### src/rtl/ethpipe_tx_if.sv
// ethpipe_tx_if
//   Groups every ethpipe_tx signal except the clock and reset.
//   Host side  : tx_req, tx_frame_len, tx_busy, tx_done, tx_err, tx_timestamp
//   Slot RAM   : slot_tx_eth_address (word address), slot_tx_eth_q (data, 1-cycle latency)
//   GMII       : gmii_txd, gmii_tx_en
//   Timebase   : global_counter (free-running, gmii_tx_clk domain)
//   Modports   : master = the transmitter itself, slave = RAM/host/environment side.
interface ethpipe_tx_if;
    logic        tx_req;
    logic [11:0] tx_frame_len;
    logic [63:0] global_counter;
    logic [10:0] slot_tx_eth_address;
    logic [31:0] slot_tx_eth_q;
    logic [7:0]  gmii_txd;
    logic        gmii_tx_en;
    logic        tx_busy;
    logic        tx_done;
    logic        tx_err;
    logic [63:0] tx_timestamp;

    modport master (
        input  tx_req, tx_frame_len, global_counter, slot_tx_eth_q,
        output slot_tx_eth_address, gmii_txd, gmii_tx_en,
               tx_busy, tx_done, tx_err, tx_timestamp
    );

    modport slave (
        output tx_req, tx_frame_len, global_counter, slot_tx_eth_q,
        input  slot_tx_eth_address, gmii_txd, gmii_tx_en,
               tx_busy, tx_done, tx_err, tx_timestamp
    );
endinterface

### src/rtl/ethpipe_tx.sv
// ethpipe_tx
//   GMII transmit stage. On a rising tx_req, reads one frame from the TX slot RAM
//   (32-bit words, byte 0 in [7:0], first byte at BASE_ADDR), sends preamble+SFD,
//   the frame bytes, optionally a CRC-32 FCS, then waits IFG_BYTES idle cycles and
//   pulses tx_done (with tx_err when the length was rejected).
// Ports
//   gmii_tx_clk : sole clock (125 MHz)
//   sys_rst     : synchronous active-high reset; aborts a frame in progress
//   bus         : ethpipe_tx_if.master (host handshake, slot RAM, GMII, timestamp)
// Configuration
//   ETHPIPE_TX_CRC_EN : when defined, a CRC-32 FCS (4 bytes, LSB first) is appended
//                       after the frame bytes. Undefined: host supplies the FCS in len.
//
// state  | meaning
// IDLE   | waiting for an armed tx_req
// PRE    | 7 x 55h then D5h; first word fetched; timestamp taken on D5h
// DATA   | len frame bytes, one per cycle
// CRC    | 4 FCS bytes (ETHPIPE_TX_CRC_EN only)
// IFG    | IFG_BYTES idle cycles
// DONE   | tx_done pulse, address rewound
module ethpipe_tx #(
    parameter logic [10:0] BASE_ADDR     = 11'd2,
    parameter int          IFG_BYTES     = 12,
    parameter logic [11:0] MAX_FRAME_LEN = 12'd1518
) (
    input logic          gmii_tx_clk,
    input logic          sys_rst,
    ethpipe_tx_if.master bus
);

`ifdef ETHPIPE_TX_CRC_EN
    typedef enum logic [2:0] {S_IDLE, S_PRE, S_DATA, S_CRC, S_IFG, S_DONE} state_t;
`else
    typedef enum logic [2:0] {S_IDLE, S_PRE, S_DATA, S_IFG, S_DONE} state_t;
`endif

    localparam logic [7:0] IFG_LOAD = 8'(IFG_BYTES - 1);

    state_t      state, state_nxt;
    logic        armed;
    logic [11:0] len_r;
    logic        err_r;
    logic [7:0]  tmr;
    logic [11:0] byte_cnt;
    logic [10:0] addr_r;
    logic [31:0] word_r;
    logic [63:0] ts_r;
    logic [7:0]  txd_c;
    logic        tx_en_c;
    logic        accept;
    logic        len_ok;
    logic        last_byte;

    assign accept    = (state == S_IDLE) && bus.tx_req && armed;
    assign len_ok    = (bus.tx_frame_len != 12'd0) && (bus.tx_frame_len <= MAX_FRAME_LEN);
    assign last_byte = (byte_cnt == len_r - 12'd1);

`ifdef ETHPIPE_TX_CRC_EN
    logic [31:0] crc_r;
    logic [31:0] crc_fin;
    assign crc_fin = ~crc_r;

    // Reflected CRC-32 (poly 04C11DB7h bit-reversed), one byte per call.
    function automatic logic [31:0] crc_step(input logic [31:0] c, input logic [7:0] d);
        logic [31:0] r;
        r = c ^ {24'd0, d};
        for (int k = 0; k < 8; k++)
            r = r[0] ? ((r >> 1) ^ 32'hEDB88320) : (r >> 1);
        return r;
    endfunction
`endif

    always_ff @(posedge gmii_tx_clk) begin
        if (sys_rst) state <= S_IDLE;
        else         state <= state_nxt;
    end

    always_comb begin
        state_nxt = state;
        txd_c     = 8'h00;
        tx_en_c   = 1'b0;
        case (state)
            S_IDLE: if (accept) state_nxt = len_ok ? S_PRE : S_IFG;
            S_PRE: begin
                tx_en_c = 1'b1;
                txd_c   = (tmr == 8'd0) ? 8'hD5 : 8'h55;
                if (tmr == 8'd0) state_nxt = S_DATA;
            end
            S_DATA: begin
                tx_en_c = 1'b1;
                txd_c   = 8'(word_r >> {byte_cnt[1:0], 3'b000});
`ifdef ETHPIPE_TX_CRC_EN
                if (last_byte) state_nxt = S_CRC;
`else
                if (last_byte) state_nxt = S_IFG;
`endif
            end
`ifdef ETHPIPE_TX_CRC_EN
            S_CRC: begin
                tx_en_c = 1'b1;
                // tmr runs 3..0, so ~tmr[1:0] gives FCS byte 0..3
                txd_c   = 8'(crc_fin >> {~tmr[1:0], 3'b000});
                if (tmr == 8'd0) state_nxt = S_IFG;
            end
`endif
            S_IFG:   if (tmr == 8'd0) state_nxt = S_DONE;
            S_DONE:  state_nxt = S_IDLE;
            default: state_nxt = S_IDLE;
        endcase
    end

    always_ff @(posedge gmii_tx_clk) begin
        if (sys_rst) begin
            armed    <= 1'b0;
            len_r    <= 12'd0;
            err_r    <= 1'b0;
            tmr      <= 8'd0;
            byte_cnt <= 12'd0;
            addr_r   <= BASE_ADDR;
            word_r   <= 32'd0;
            ts_r     <= 64'd0;
`ifdef ETHPIPE_TX_CRC_EN
            crc_r    <= 32'hFFFFFFFF;
`endif
        end else begin
            // A new frame needs tx_req to have been low since the last completion.
            if (state == S_DONE)  armed <= 1'b0;
            else if (!bus.tx_req) armed <= 1'b1;

            case (state)
                S_IDLE: if (accept) begin
                    len_r  <= bus.tx_frame_len;
                    err_r  <= !len_ok;
                    tmr    <= len_ok ? 8'd7 : IFG_LOAD;
                    addr_r <= BASE_ADDR;
                end
                S_PRE: begin
                    tmr <= tmr - 8'd1;
                    if (tmr == 8'd0) begin
                        ts_r     <= bus.global_counter;
                        word_r   <= bus.slot_tx_eth_q;
                        addr_r   <= addr_r + 11'd1;
                        byte_cnt <= 12'd0;
`ifdef ETHPIPE_TX_CRC_EN
                        crc_r    <= 32'hFFFFFFFF;
`endif
                    end
                end
                S_DATA: begin
                    byte_cnt <= byte_cnt + 12'd1;
`ifdef ETHPIPE_TX_CRC_EN
                    crc_r    <= crc_step(crc_r, txd_c);
`endif
                    // Next word was addressed at the start of this word, so it is already valid.
                    if (byte_cnt[1:0] == 2'd3) begin
                        word_r <= bus.slot_tx_eth_q;
                        addr_r <= addr_r + 11'd1;
                    end
`ifdef ETHPIPE_TX_CRC_EN
                    if (last_byte) tmr <= 8'd3;
`else
                    if (last_byte) tmr <= IFG_LOAD;
`endif
                end
`ifdef ETHPIPE_TX_CRC_EN
                S_CRC: tmr <= (tmr == 8'd0) ? IFG_LOAD : tmr - 8'd1;
`endif
                S_IFG:   tmr <= tmr - 8'd1;
                S_DONE:  addr_r <= BASE_ADDR;
                default: ;
            endcase
        end
    end

    assign bus.gmii_txd            = txd_c;
    assign bus.gmii_tx_en          = tx_en_c;
    assign bus.slot_tx_eth_address = addr_r;
    assign bus.tx_busy             = (state != S_IDLE) && (state != S_DONE);
    assign bus.tx_done             = (state == S_DONE);
    assign bus.tx_err              = (state == S_DONE) && err_r;
    assign bus.tx_timestamp        = ts_r;

endmodule
### src/flat_wrapper.sv
// flat-port wrapper written by rule: the top's interface ports become plain ports
module ethpipe_tx_flat 
#(
    parameter logic [10:0] BASE_ADDR     = 11'd2,
    parameter int          IFG_BYTES     = 12,
    parameter logic [11:0] MAX_FRAME_LEN = 12'd1518
)
  (gmii_tx_clk, sys_rst, bus_tx_req, bus_tx_frame_len, bus_global_counter, bus_slot_tx_eth_q, bus_slot_tx_eth_address, bus_gmii_txd, bus_gmii_tx_en, bus_tx_busy, bus_tx_done, bus_tx_err, bus_tx_timestamp);
  ethpipe_tx_if bus_i ();
  input logic gmii_tx_clk;
  input logic sys_rst;
  input wire logic [$bits(bus_i.tx_req)-1:0] bus_tx_req;
  input wire logic [$bits(bus_i.tx_frame_len)-1:0] bus_tx_frame_len;
  input wire logic [$bits(bus_i.global_counter)-1:0] bus_global_counter;
  input wire logic [$bits(bus_i.slot_tx_eth_q)-1:0] bus_slot_tx_eth_q;
  output wire logic [$bits(bus_i.slot_tx_eth_address)-1:0] bus_slot_tx_eth_address;
  output wire logic [$bits(bus_i.gmii_txd)-1:0] bus_gmii_txd;
  output wire logic [$bits(bus_i.gmii_tx_en)-1:0] bus_gmii_tx_en;
  output wire logic [$bits(bus_i.tx_busy)-1:0] bus_tx_busy;
  output wire logic [$bits(bus_i.tx_done)-1:0] bus_tx_done;
  output wire logic [$bits(bus_i.tx_err)-1:0] bus_tx_err;
  output wire logic [$bits(bus_i.tx_timestamp)-1:0] bus_tx_timestamp;
  assign bus_i.tx_req = bus_tx_req;
  assign bus_i.tx_frame_len = bus_tx_frame_len;
  assign bus_i.global_counter = bus_global_counter;
  assign bus_i.slot_tx_eth_q = bus_slot_tx_eth_q;
  assign bus_slot_tx_eth_address = bus_i.slot_tx_eth_address;
  assign bus_gmii_txd = bus_i.gmii_txd;
  assign bus_gmii_tx_en = bus_i.gmii_tx_en;
  assign bus_tx_busy = bus_i.tx_busy;
  assign bus_tx_done = bus_i.tx_done;
  assign bus_tx_err = bus_i.tx_err;
  assign bus_tx_timestamp = bus_i.tx_timestamp;
  ethpipe_tx #(.BASE_ADDR(BASE_ADDR), .IFG_BYTES(IFG_BYTES), .MAX_FRAME_LEN(MAX_FRAME_LEN)) u_core (.gmii_tx_clk(gmii_tx_clk), .sys_rst(sys_rst), .bus(bus_i));
endmodule
### config.mk
export PLATFORM = sky130hd
export DESIGN_NAME = ethpipe_tx_flat
export DESIGN_NICKNAME = d
export VERILOG_FILES = /design/src/rtl/ethpipe_tx_if.sv /design/src/rtl/ethpipe_tx.sv /design/src/flat_wrapper.sv
export SDC_FILE = /design/constraint.sdc
export NUM_CORES = 1
export LEC_CHECK = 0
export CORE_UTILIZATION = 45
export CTS_BUF_LIST = sky130_fd_sc_hd__clkbuf_8
export DETAILED_ROUTE_END_ITERATION = 12
export GPL_ROUTABILITY_DRIVEN = 0
export PLACE_DENSITY = 0.84
export SLEW_MARGIN = 10
export SYNTH_ARGS = -nofsm -noshare
export SYNTH_HDL_FRONTEND = slang
export SYNTH_SLANG_ARGS = --single-unit
### constraint.sdc
create_clock -name gmii_tx_clk -period 5.7 [get_ports gmii_tx_clk]
set_input_delay 0.57 -clock gmii_tx_clk [delete_from_list [all_inputs] [get_ports gmii_tx_clk]]
set_output_delay 0.57 -clock gmii_tx_clk [all_outputs]
set_load 0.02 [all_outputs]
==> results.json, run 1 <==
{
  "holdBufCountCts": 0,
  "layout_min_cycle_time_ns": 3.88,
  "ys_seq_area_share_pct": 46.8,
  "critical_path.reg2reg.endpoint": "u_core.word_r[21]",
  "flops_latches_synth": 144,
  "nets": 1048,
  "timing.final.hold_violations": 0,
  "layout_commonest_cell": "sky130_fd_sc_hd__nand2_1",
  "result_of_the_run": "finished, final reports clean",
  "critPathCaptureType": "output port",
  "synthFlopType": "sky130_fd_sc_hd__dfxtp_1",
  "dpl.hpwl_um": 10800,
  "rows": 42,
  "pin_count": 198,
  "post_synth.cell_area_avg_um2": 8.08,
  "place_worst_setup_slack_ns": 2.30,
  "layout_common_cells": "224 x sky130_fd_sc_hd__nand2_1, 196 x sky130_fd_sc_hd__clkdlybuf4s50_1, 144 x sky130_fd_sc_hd__dfxtp_1",
  "synth.largest_area_cell": "sky130_fd_sc_hd__dfxtp_1",
  "cell_variety_after_synth": 56,
  "critPathLaunchType": "register",
  "avgRoutedWirePerCell_um": 14.2,
  "reg_to_reg_start": "u_core.tmr[0]",
  "floorplan.initialDensity_pct": 46.3,
  "drt_first_iter_violations": 324,
  "hold_path_startpoint": "u_core.word_r[0]",
  "critical_path_arrival_ns": 3.31,
  "fp.coreArea_um2": 13300,
  "grt_start_max_net_pins": 74,
  "grt_first_pass_wirelength_um": 25700,
  "track_usage_pct": 22.7,
  "root_buffer": "sky130_fd_sc_hd__clkbuf_8",
  "filler_cell_count_in_the_final_layout": 1104,
  "cts_resized": 0,
  "min_delay_path_depth": 2,
  "rsz0062_at_grt": "false",
  "worst-r2r-cell-count": 7,
  "area_growth_syn_to_layout_pct": 39.6,
  "slew_headroom_pct": 25.4,
  "synth_enable_flop_cells": 0,
  "netlist_instances": 762,
  "final_min_period_over_clock_period_pct": 68.1,
  "static_leakage_nw": 2.99,
  "die_y_um": 119,
  "drt_drc_violations_left": 0,
  "setup_violations": 0,
  "number_of_port_buffers": 197,
  "irDropWorstVdd_uv": 231,
  "synth_fp_nets": 877,
  "insertion_delay_ns": 0.44,
  "routed_via_density": 5.16,
  "initial_antenna_violation_count": 0,
  "n_diodes": 0,
  "synth.cell_area_um2": 6150,
  "synth_top_area_share_pct": 46.8,
  "fin_skew_ns": 0.0128,
  "post-route-worst-setup-slack_ns": 1.82,
  "setup-tns-final_ns": 0,
  "timing.hold.worst.class": "reg -> reg",
  "slew_violations": 0,
  "grt_overflow_total": 0,
  "max-cap-violations": 0,
  "worst-path-max-fanout": 72,
  "detailedRoute.firstPassIterationCount": 5,
  "required_ns": 5.13,
  "die_area_um2": 14100,
  "post_synth_main_area_contributors": "sky130_fd_sc_hd__dfxtp_1 47%, sky130_fd_sc_hd__nand2_1 14%, sky130_fd_sc_hd__a21oi_1 9.7%",
  "cts_setup_buffers": 0,
  "clk_pin_slew_ns": 0.07,
  "fraction_of_layout_cells_with_a_size_suffix_above_1_pct": 5.93,
  "criticalPathCategory": "reg -> out",
  "number_of_nets_still_failing_antenna_checks_after_routing": 0,
  "tritoncts_sink_count": 144,
  "tritoncts": "built",
  "detail_route.wirelength_um": 15900,
  "clock_path_buffers": 2,
  "number_of_warnings_issued_by_yosys": 0,
  "cellPowerDensity_nw_per_um2": 369,
  "whs_endpoint": "u_core.word_r[0]",
  "cts_made_buffers": 17,
  "floorplan.die.width_um": 119,
  "synthArstFlopShare_pct": 0,
  "detailroute.via_count": 5786,
  "h-tree-depth": 4,
  "tightestPinTransition_ns": 1.12,
  "first_global_vias": 5291,
  "max_clock_freq_mhz": 258,
  "reg2reg_slack_ns": 2.34
}
[report_power, final]
part | switching [W] | total [W] | internal (W)
sequential | 0.000136 | 0.00130 | 0.00116
clock | 0.000375 | 0.000793 | 0.000418
combinational | 0.000594 | 0.00108 | 0.000487
total | 0.00110 | 0.00317 | 0.00207
[state kept, by name (all words and copies together), names as in the netlist, 3 cells and up]
| signal | cells |
|---|---|
| u_core.bus.slot_tx_eth_address | 11 |
| u_core.bus.tx_timestamp | 64 |
| u_core.byte_cnt | 12 |
| u_core.len_r | 12 |
| u_core.state | 3 |
| u_core.tmr | 8 |
| u_core.word_r | 32 |
[Yosys cell counts (4+ instances only)]
| library cell | instances |
|---|---|
| sky130_fd_sc_hd__nand2_1 | 224 |
| sky130_fd_sc_hd__inv_1 | 8 |
| sky130_fd_sc_hd__o21a_1 | 5 |
| sky130_fd_sc_hd__a211oi_1 | 4 |
| sky130_fd_sc_hd__nor4_1 | 4 |
| sky130_fd_sc_hd__xnor2_1 | 6 |
| sky130_fd_sc_hd__dfxtp_1 | 144 |
| sky130_fd_sc_hd__nand4_1 | 4 |
| sky130_fd_sc_hd__nand2b_1 | 10 |
| sky130_fd_sc_hd__xor2_1 | 13 |
| sky130_fd_sc_hd__and3_1 | 10 |
| sky130_fd_sc_hd__mux2i_1 | 12 |
| sky130_fd_sc_hd__nor3_1 | 9 |
| sky130_fd_sc_hd__a311oi_1 | 5 |
| sky130_fd_sc_hd__clkbuf_1 | 41 |
| sky130_fd_sc_hd__nor2_1 | 49 |
| sky130_fd_sc_hd__and2_1 | 4 |
| sky130_fd_sc_hd__ha_1 | 4 |
| sky130_fd_sc_hd__nand3_1 | 12 |
| sky130_fd_sc_hd__a21oi_1 | 119 |
| sky130_fd_sc_hd__buf_1 | 6 |
| sky130_fd_sc_hd__o21ai_0 | 8 |
| sky130_fd_sc_hd__mux4_2 | 8 |
[per-stage QoR]
| stage | hold WS (ns) | std cells | cell area (um2) | utilization, % | power (W) |
|---|---|---|---|---|---|
| after floorplan | 0.429 | 762 | 6150 | - | 0.00198 |
| after CTS | 0.453 | 1121 | 8590 | 64.6 | 0.00320 |
| after global routing | 0.469 | 1121 | 8590 | 64.6 | 0.00336 |
| after detailed placement | 0.444 | 1090 | 8200 | 61.7 | 0.00240 |
| after global placement | 0.435 | 1090 | 8200 | 61.7 | 0.00238 |
| final | 0.452 | 1121 | 8590 | 64.6 | 0.00317 |
[layer usage]
layer | vias up | global-route usage (%) | part of all wire (%)
met1 | 2645 | 26.6 | 42
met5 | - | 0 | 0
li1 | 2925 | - | -
met3 | 23 | 8.86 | 8.5
met2 | 193 | 37.4 | 48
met4 | 0 | 8.47 | 2.0
[how the worst max path moves through the flow]
stage / startpoint / end / slack (ns) / cells after the start
floorplan: u_core.tmr[0] / bus_gmii_txd[7] / 2.82 / 9
global placement: u_core.tmr[0] / bus_gmii_txd[7] / 2.35 / 6
detailed placement: u_core.tmr[0] / bus_gmii_txd[7] / 2.30 / 6
CTS: u_core.tmr[0] / bus_gmii_txd[7] / 1.82 / 6
global route: u_core.tmr[0] / bus_gmii_txd[7] / 1.68 / 6
finish: u_core.tmr[0] / bus_gmii_txd[7] / 1.82 / 6
[cell type report]
class | count | area [um2] | area share [%]
multi-input combinational | 560 | 3060 | 35.6
sequential | 144 | 2880 | 33.6
timing repair buffer | 202 | 2010 | 23.4
clock buffer | 20 | 275 | 3.20
tap | 176 | 220 | 2.56
clock inverter | 11 | 115 | 1.34
inverter | 8 | 30.0 | 0.350
[kinds of logic (layout without fill, tap and decap cells)]
| logic type | after synthesis | after routing | synth area share (%) |
|---|---|---|---|
| mux | 22 | 22 | 5.24 |
| compound gates | 167 | 167 | 15.8 |
| simple gates | 348 | 348 | 24.9 |
| buf+inv | 58 | 241 | 3.70 |
| fa+ha+maj | 4 | 4 | 0.813 |
| flops | 144 | 144 | 46.8 |
| xor+xnor | 19 | 19 | 2.70 |
[critical path: stages (launching register included)]
cell and delay [ns]:
sky130_fd_sc_hd__dfxtp_1 0.33, sky130_fd_sc_hd__inv_1 0.08, sky130_fd_sc_hd__ha_1 0.17, sky130_fd_sc_hd__or4b_1 0.56, sky130_fd_sc_hd__or4_4 0.90, sky130_fd_sc_hd__nand2_1 0.17, sky130_fd_sc_hd__clkdlybuf4s50_1 0.61
No activity file was read; power rests on OpenSTA's default activity.
==> run 2: changes to the inputs <==
--- a/config.mk
+++ b/config.mk
@@ -5,7 +5,7 @@
 export SDC_FILE = /design/constraint.sdc
 export NUM_CORES = 1
 export LEC_CHECK = 0
-export CORE_UTILIZATION = 45
+export CORE_UTILIZATION = 43
 export CTS_BUF_LIST = sky130_fd_sc_hd__clkbuf_8
 export DETAILED_ROUTE_END_ITERATION = 12
 export GPL_ROUTABILITY_DRIVEN = 0
==> constraint.sdc (replaced) <==
create_clock -name gmii_tx_clk -period 3.13 [get_ports gmii_tx_clk]
set_input_delay 0.313 -clock gmii_tx_clk [delete_from_list [all_inputs] [get_ports gmii_tx_clk]]
set_output_delay 0.313 -clock gmii_tx_clk [all_outputs]
set_load 0.02 [all_outputs]
==> results.json, run 2 (synthesis results as in run 1) <==
{
  "max_clock_freq_mhz": 338,
  "area_growth_syn_to_layout_pct": 41.7,
  "detail_route.wirelength_um": 16400,
  "criticalPathCategory": "reg -> out",
  "drt_first_iter_violations": 326,
  "final_min_period_over_clock_period_pct": 94.6,
  "h-tree-depth": 4,
  "pwr-share-seq_pct": 39.2,
  "layout_common_cells": "224 x sky130_fd_sc_hd__nand2_1, 195 x sky130_fd_sc_hd__clkdlybuf4s50_1, 144 x sky130_fd_sc_hd__dfxtp_1",
  "n_diodes": 0,
  "routed_via_density": 5.16,
  "pin_count": 198,
  "result_of_the_run": "finished, final reports clean",
  "tightestPinTransition_ns": 0.722,
  "grt_start_max_net_pins": 71,
  "critPathBufInv": 2,
  "post-route-worst-setup-slack_ns": 0.168,
  "critPathSlowestCell": "sky130_fd_sc_hd__or4_4",
  "fp.coreArea_um2": 13900,
  "grt_overflow_total": 0,
  "die_area_um2": 14800,
  "worstSetupPathDepth": 6,
  "min_delay_path_depth": 2,
  "die_y_um": 122,
  "place_worst_setup_slack_ns": 0.303,
  "critPathLaunchType": "register",
  "detailedRoute.firstPassIterationCount": 5,
  "required_ns": 2.82,
  "layout_min_cycle_time_ns": 2.96,
  "worst-path-max-fanout": 6,
  "max-cap-violations": 0,
  "avgRoutedWirePerCell_um": 14.5,
  "dpl.hpwl_um": 11100,
  "multiInputGateArea_um2": 3060,
  "p_sw_w": 0.00206,
  "layout_commonest_cell": "sky130_fd_sc_hd__nand2_1",
  "number_of_nets_still_failing_antenna_checks_after_routing": 0,
  "detailroute.via_count": 5853,
  "power_frac_comb_pct": 34.7,
  "tritoncts_sink_count": 144,
  "crit_path_max_incr_delay_ns": 0.60,
  "insertion_delay_ns": 0.45,
  "final-seq-area_um2": 2880,
  "clockPowerShare_pct": 26.2,
  "drt_drc_violations_left": 0,
  "slew_violations": 0,
  "postLayoutCellArea_um2": 8720,
  "power.share.switching_pct": 34.5,
  "critPathCaptureType": "output port",
  "first_global_vias": 5573,
  "critical_path.cell_chain": "inv_1 -> ha_1 -> or4b_1 -> or4_4 -> nand2_1 -> dlygate4sd2_1",
  "fraction_of_layout_cells_with_a_size_suffix_above_1_pct": 6.91,
  "static_leakage_nw": 3.06,
  "setup_violations": 0,
  "worst-r2r-cell-count": 9,
  "rows": 43,
  "slew_headroom_pct": 51.9,
  "tritoncts": "built",
  "internal_power_w": 0.00392,
  "timing.final.hold_violations": 0,
  "track_usage_pct": 23.0,
  "floorplan.initialDensity_pct": 44.2,
  "clk_pin_slew_ns": 0.08,
  "root_buffer": "sky130_fd_sc_hd__clkbuf_8",
  "irDropWorstVdd_uv": 385,
  "grt_first_pass_wirelength_um": 26700,
  "initial_antenna_violation_count": 0,
  "holdBufCountCts": 0,
  "postPlaceCellArea_um2": 8300,
  "filler_cell_count_in_the_final_layout": 1183,
  "nets": 1057,
  "critical_path.top_delay_family": "simple AND/OR/NAND/NOR gates",
  "number_of_flip_flops_in_the_largest_register": 64,
  "rsz0062_at_grt": "false",
  "number_of_port_buffers": 197,
  "cellPowerDensity_nw_per_um2": 685,
  "floorplan.die.width_um": 122,
  "setup-tns-final_ns": 0,
  "critical_path_arrival_ns": 2.65,
  "fin_skew_ns": 0.00875,
  "clock_path_buffers": 2,
  "timing.hold.worst.class": "in -> reg",
  "cts_made_buffers": 17,
  "finalCoreUtilization_pct": 62.6
}
-- run 2: layout make-up --
class,count,area share [%]
multi-input cells,560,35.1
flip-flops and latches,144,33.1
clock inverters,11,1.58
well taps,180,2.58
clock buffers,21,3.31
repair buffers,211,24.1
inverters,8,0.344
-- run 2: through the flow --
| step | hold WS (ns) | instances | total power (W) |
|---|---|---|---|
| after floorplan | 0.429 | 762 | 0.00360 |
| after global placement | 0.436 | 1103 | 0.00440 |
| after detailed placement | 0.443 | 1103 | 0.00443 |
| after CTS | 0.339 | 1135 | 0.00602 |
| after global routing | 0.374 | 1135 | 0.00632 |
| final | 0.361 | 1135 | 0.00598 |
-- run 2: routing by layer --
metal | up-vias | global-route usage (%) | wire, um
li1 | 2943 | - | -
met1 | 2685 | 26.6 | 6720
met2 | 195 | 37.4 | 7910
met3 | 30 | 9.04 | 1410
met4 | 0 | 10.6 | 376
met5 | - | 0 | 0
-- run 2: power groups by stage --
stage               Combinational (W)  Clock [W]  Sequential [W]
finish                        0.00207    0.00156         0.00234
global route                  0.00227    0.00168         0.00237
CTS                           0.00208    0.00160         0.00234
detailed placement            0.00205          0         0.00237
global placement              0.00204          0         0.00236
floorplan                     0.00111          0         0.00250
-- run 2: what timing repair did --
item / CTS / global route
buffers inserted: 0 / 0
hold endpoints to repair: 0 / 0
gates resized for setup: 1 / 0
setup endpoints to repair: 1 / 0
-- run 2: path summary, 6_finish.rpt --
path	start	end	slack, ns
max reg2reg	u_core.tmr[0]	u_core.word_r[14]	0.27
min reg2reg	u_core.word_r[23]	u_core.word_r[23]	0.45
min	sys_rst	u_core.byte_cnt[2]	0.36
max	u_core.tmr[0]	bus_gmii_txd[7]	0.17
==> run 3: changes to the inputs <==
--- a/config.mk
+++ b/config.mk
@@ -9,7 +9,7 @@
 export CTS_BUF_LIST = sky130_fd_sc_hd__clkbuf_8
 export DETAILED_ROUTE_END_ITERATION = 12
 export GPL_ROUTABILITY_DRIVEN = 0
-export PLACE_DENSITY = 0.84
+export PLACE_DENSITY = 0.78
 export SLEW_MARGIN = 10
 export SYNTH_ARGS = -nofsm -noshare
 export SYNTH_HDL_FRONTEND = slang
==> constraint.sdc (replaced) <==
create_clock -name gmii_tx_clk -period 3.13 [get_ports gmii_tx_clk]
set_input_delay 0.313 -clock gmii_tx_clk [delete_from_list [all_inputs] [get_ports gmii_tx_clk]]
set_output_delay 0.313 -clock gmii_tx_clk [all_outputs]
set_load 0.01 [all_outputs]
==> results.json, run 3 (synthesis results as in run 1) <==
{
  "result_of_the_run": "finished, final reports clean",
  "pwr-share-seq_pct": 40.2,
  "clk_pin_slew_ns": 0.07,
  "layout_common_cells": "224 x sky130_fd_sc_hd__nand2_1, 195 x sky130_fd_sc_hd__clkdlybuf4s50_1, 144 x sky130_fd_sc_hd__dfxtp_1",
  "dp.cells": 1103,
  "initial_antenna_violation_count": 0,
  "required_ns": 2.82,
  "insertion_delay_ns": 0.45,
  "timing.hold.worst.class": "in -> reg",
  "area_growth_syn_to_layout_pct": 41.9,
  "rsz0062_at_grt": "false",
  "setup-tns-final_ns": 0,
  "power.share.switching_pct": 32.9,
  "floorplan.initialDensity_pct": 44.2,
  "tritoncts_sink_count": 144,
  "grt_start_max_net_pins": 71,
  "tot_pwr_w": 0.00583,
  "pin_count": 198,
  "dpl.hpwl_um": 11100,
  "cellPowerDensity_nw_per_um2": 668,
  "slew_headroom_pct": 51.7,
  "grt_overflow_total": 0,
  "rows": 43,
  "track_usage_pct": 22.2,
  "first_global_vias": 5323,
  "critical_path.cell_chain": "buf_4 -> mux4_2 -> nand2_1 -> a21oi_1 -> clkdlybuf4s50_1",
  "setup_violations": 0,
  "layout_min_cycle_time_ns": 2.80,
  "power_frac_comb_pct": 32.8,
  "holdBufCountCts": 0,
  "crit_path_max_incr_delay_ns": 0.62,
  "fin_skew_ns": 0.0129,
  "fraction_of_layout_cells_with_a_size_suffix_above_1_pct": 7.23,
  "detailroute.via_count": 5794,
  "layout_commonest_cell": "sky130_fd_sc_hd__nand2_1",
  "max-cap-violations": 0,
  "detailedRoute.firstPassIterationCount": 7,
  "clockPowerShare_pct": 27.1,
  "filler_cell_count_in_the_final_layout": 1203,
  "critPathLaunchType": "register",
  "tightestPinTransition_ns": 0.724,
  "criticalPathCategory": "reg -> out",
  "slew_violations": 0,
  "h-tree-depth": 4,
  "max_clock_freq_mhz": 357,
  "drt_first_iter_violations": 315,
  "number_of_port_buffers": 197,
  "static_leakage_nw": 3.06,
  "die_y_um": 122,
  "detail_route.wirelength_um": 16000,
  "p_sw_w": 0.00192,
  "fp.coreArea_um2": 13900,
  "floorplan.die.width_um": 122,
  "critPathCaptureType": "output port",
  "tritoncts": "built",
  "cts_setup_buffers": 0,
  "number_of_flip_flops_in_the_largest_register": 64,
  "avgRoutedWirePerCell_um": 14.1,
  "n_diodes": 0,
  "die_area_um2": 14800,
  "internal_power_w": 0.00391,
  "worst-path-max-fanout": 8,
  "clock_path_buffers": 2,
  "final_min_period_over_clock_period_pct": 89.5,
  "grt_first_pass_wirelength_um": 25800,
  "layout.cells.non_filler": 1135,
  "critPathSlowestCell": "sky130_fd_sc_hd__dfxtp_1",
  "timing.final.hold_violations": 0,
  "root_buffer": "sky130_fd_sc_hd__clkbuf_8",
  "critical_path_arrival_ns": 2.49,
  "irDropWorstVdd_uv": 518,
  "nets": 1057,
  "number_of_nets_still_failing_antenna_checks_after_routing": 0,
  "routed_via_density": 5.10,
  "drt_drc_violations_left": 0,
  "cts_made_buffers": 17
}
run 3: changes by cell type in the layout (fill, tap and decap cells not counted), sizes merged:
cell / delta
dlygate4sd2: -1
clkinvlp: +3
dlymetal6s2s: +1
clkbuf: -1
clkinv: -1
inv: -1
run 3: layer usage:
metal | part of all wire [%] | wire, um | vias up | global-route usage (%)
met2 | 48 | 7690 | 145 | 35.2
met1 | 43 | 6880 | 2688 | 27.4
li1 | - | - | 2951 | -
met5 | 0 | 0 | - | 0
met3 | 7.8 | 1250 | 10 | 9.36
met4 | 0.80 | 127 | 0 | 6.33
run 3: final timing paths:
kind / start / to / slack [ns] / cells past startpoint
setup / recovery: u_core.byte_cnt[0] / bus_gmii_txd[0] / 0.33 / 5
hold / removal: sys_rst / u_core.len_r[9] / 0.31 / 2
setup reg to reg: u_core.tmr[0] / u_core.word_r[9] / 0.37 / 9
hold reg to reg: u_core.bus.tx_timestamp[37] / u_core.bus.tx_timestamp[37] / 0.45 / 2
run 3: per-stage QoR:
step                      util [%]  instance area (um2)  hold slack [ns]  worst slack [ns]
after floorplan                  -                 6150            0.429             0.572
after global placement        59.5                 8300            0.435             0.390
after detailed placement      59.5                 8300            0.443             0.284
after CTS                     62.7                 8730            0.285            0.0192
after global routing          62.7                 8730            0.300             0.172
final                         62.7                 8730            0.313             0.330
run 3: worst max-delay path, delay by kind of cell, from the launching register on:
family                 cells  cell delay [ns]
DFF                        1             0.62
AOI/OAI and AO/OA          1             0.08
muxes                      1             0.50
and+or+nand+nor            1             0.08
buffers and inverters      2             0.77
run 3: layout make-up:
| type | instances | area [um2] | share of cell area (%) |
|---|---|---|---|
| clock buffers | 20 | 275 | 3.15 |
| clock inverters | 12 | 156 | 1.79 |
| inverters | 8 | 30.0 | 0.344 |
| multi-input cells | 560 | 3060 | 35.1 |
| flip-flops and latches | 144 | 2880 | 33.0 |
| well taps | 180 | 225 | 2.58 |
| repair buffers | 211 | 2100 | 24.1 |
run 3: power by group through the flow:
stage,combinational [W],sequential (W),clock (W)
detailed placement,0.00191,0.00239,0
finish,0.00191,0.00234,0.00158
global placement,0.00189,0.00238,0
floorplan,0.00108,0.00238,0
CTS,0.00192,0.00235,0.00161
global route,0.00212,0.00239,0.00169
run 3: repair_timing:
item / in CTS / in global routing
setup endpoints to repair: 1 / 1
gates cloned: 0 / 0
resized for setup: 1 / 1
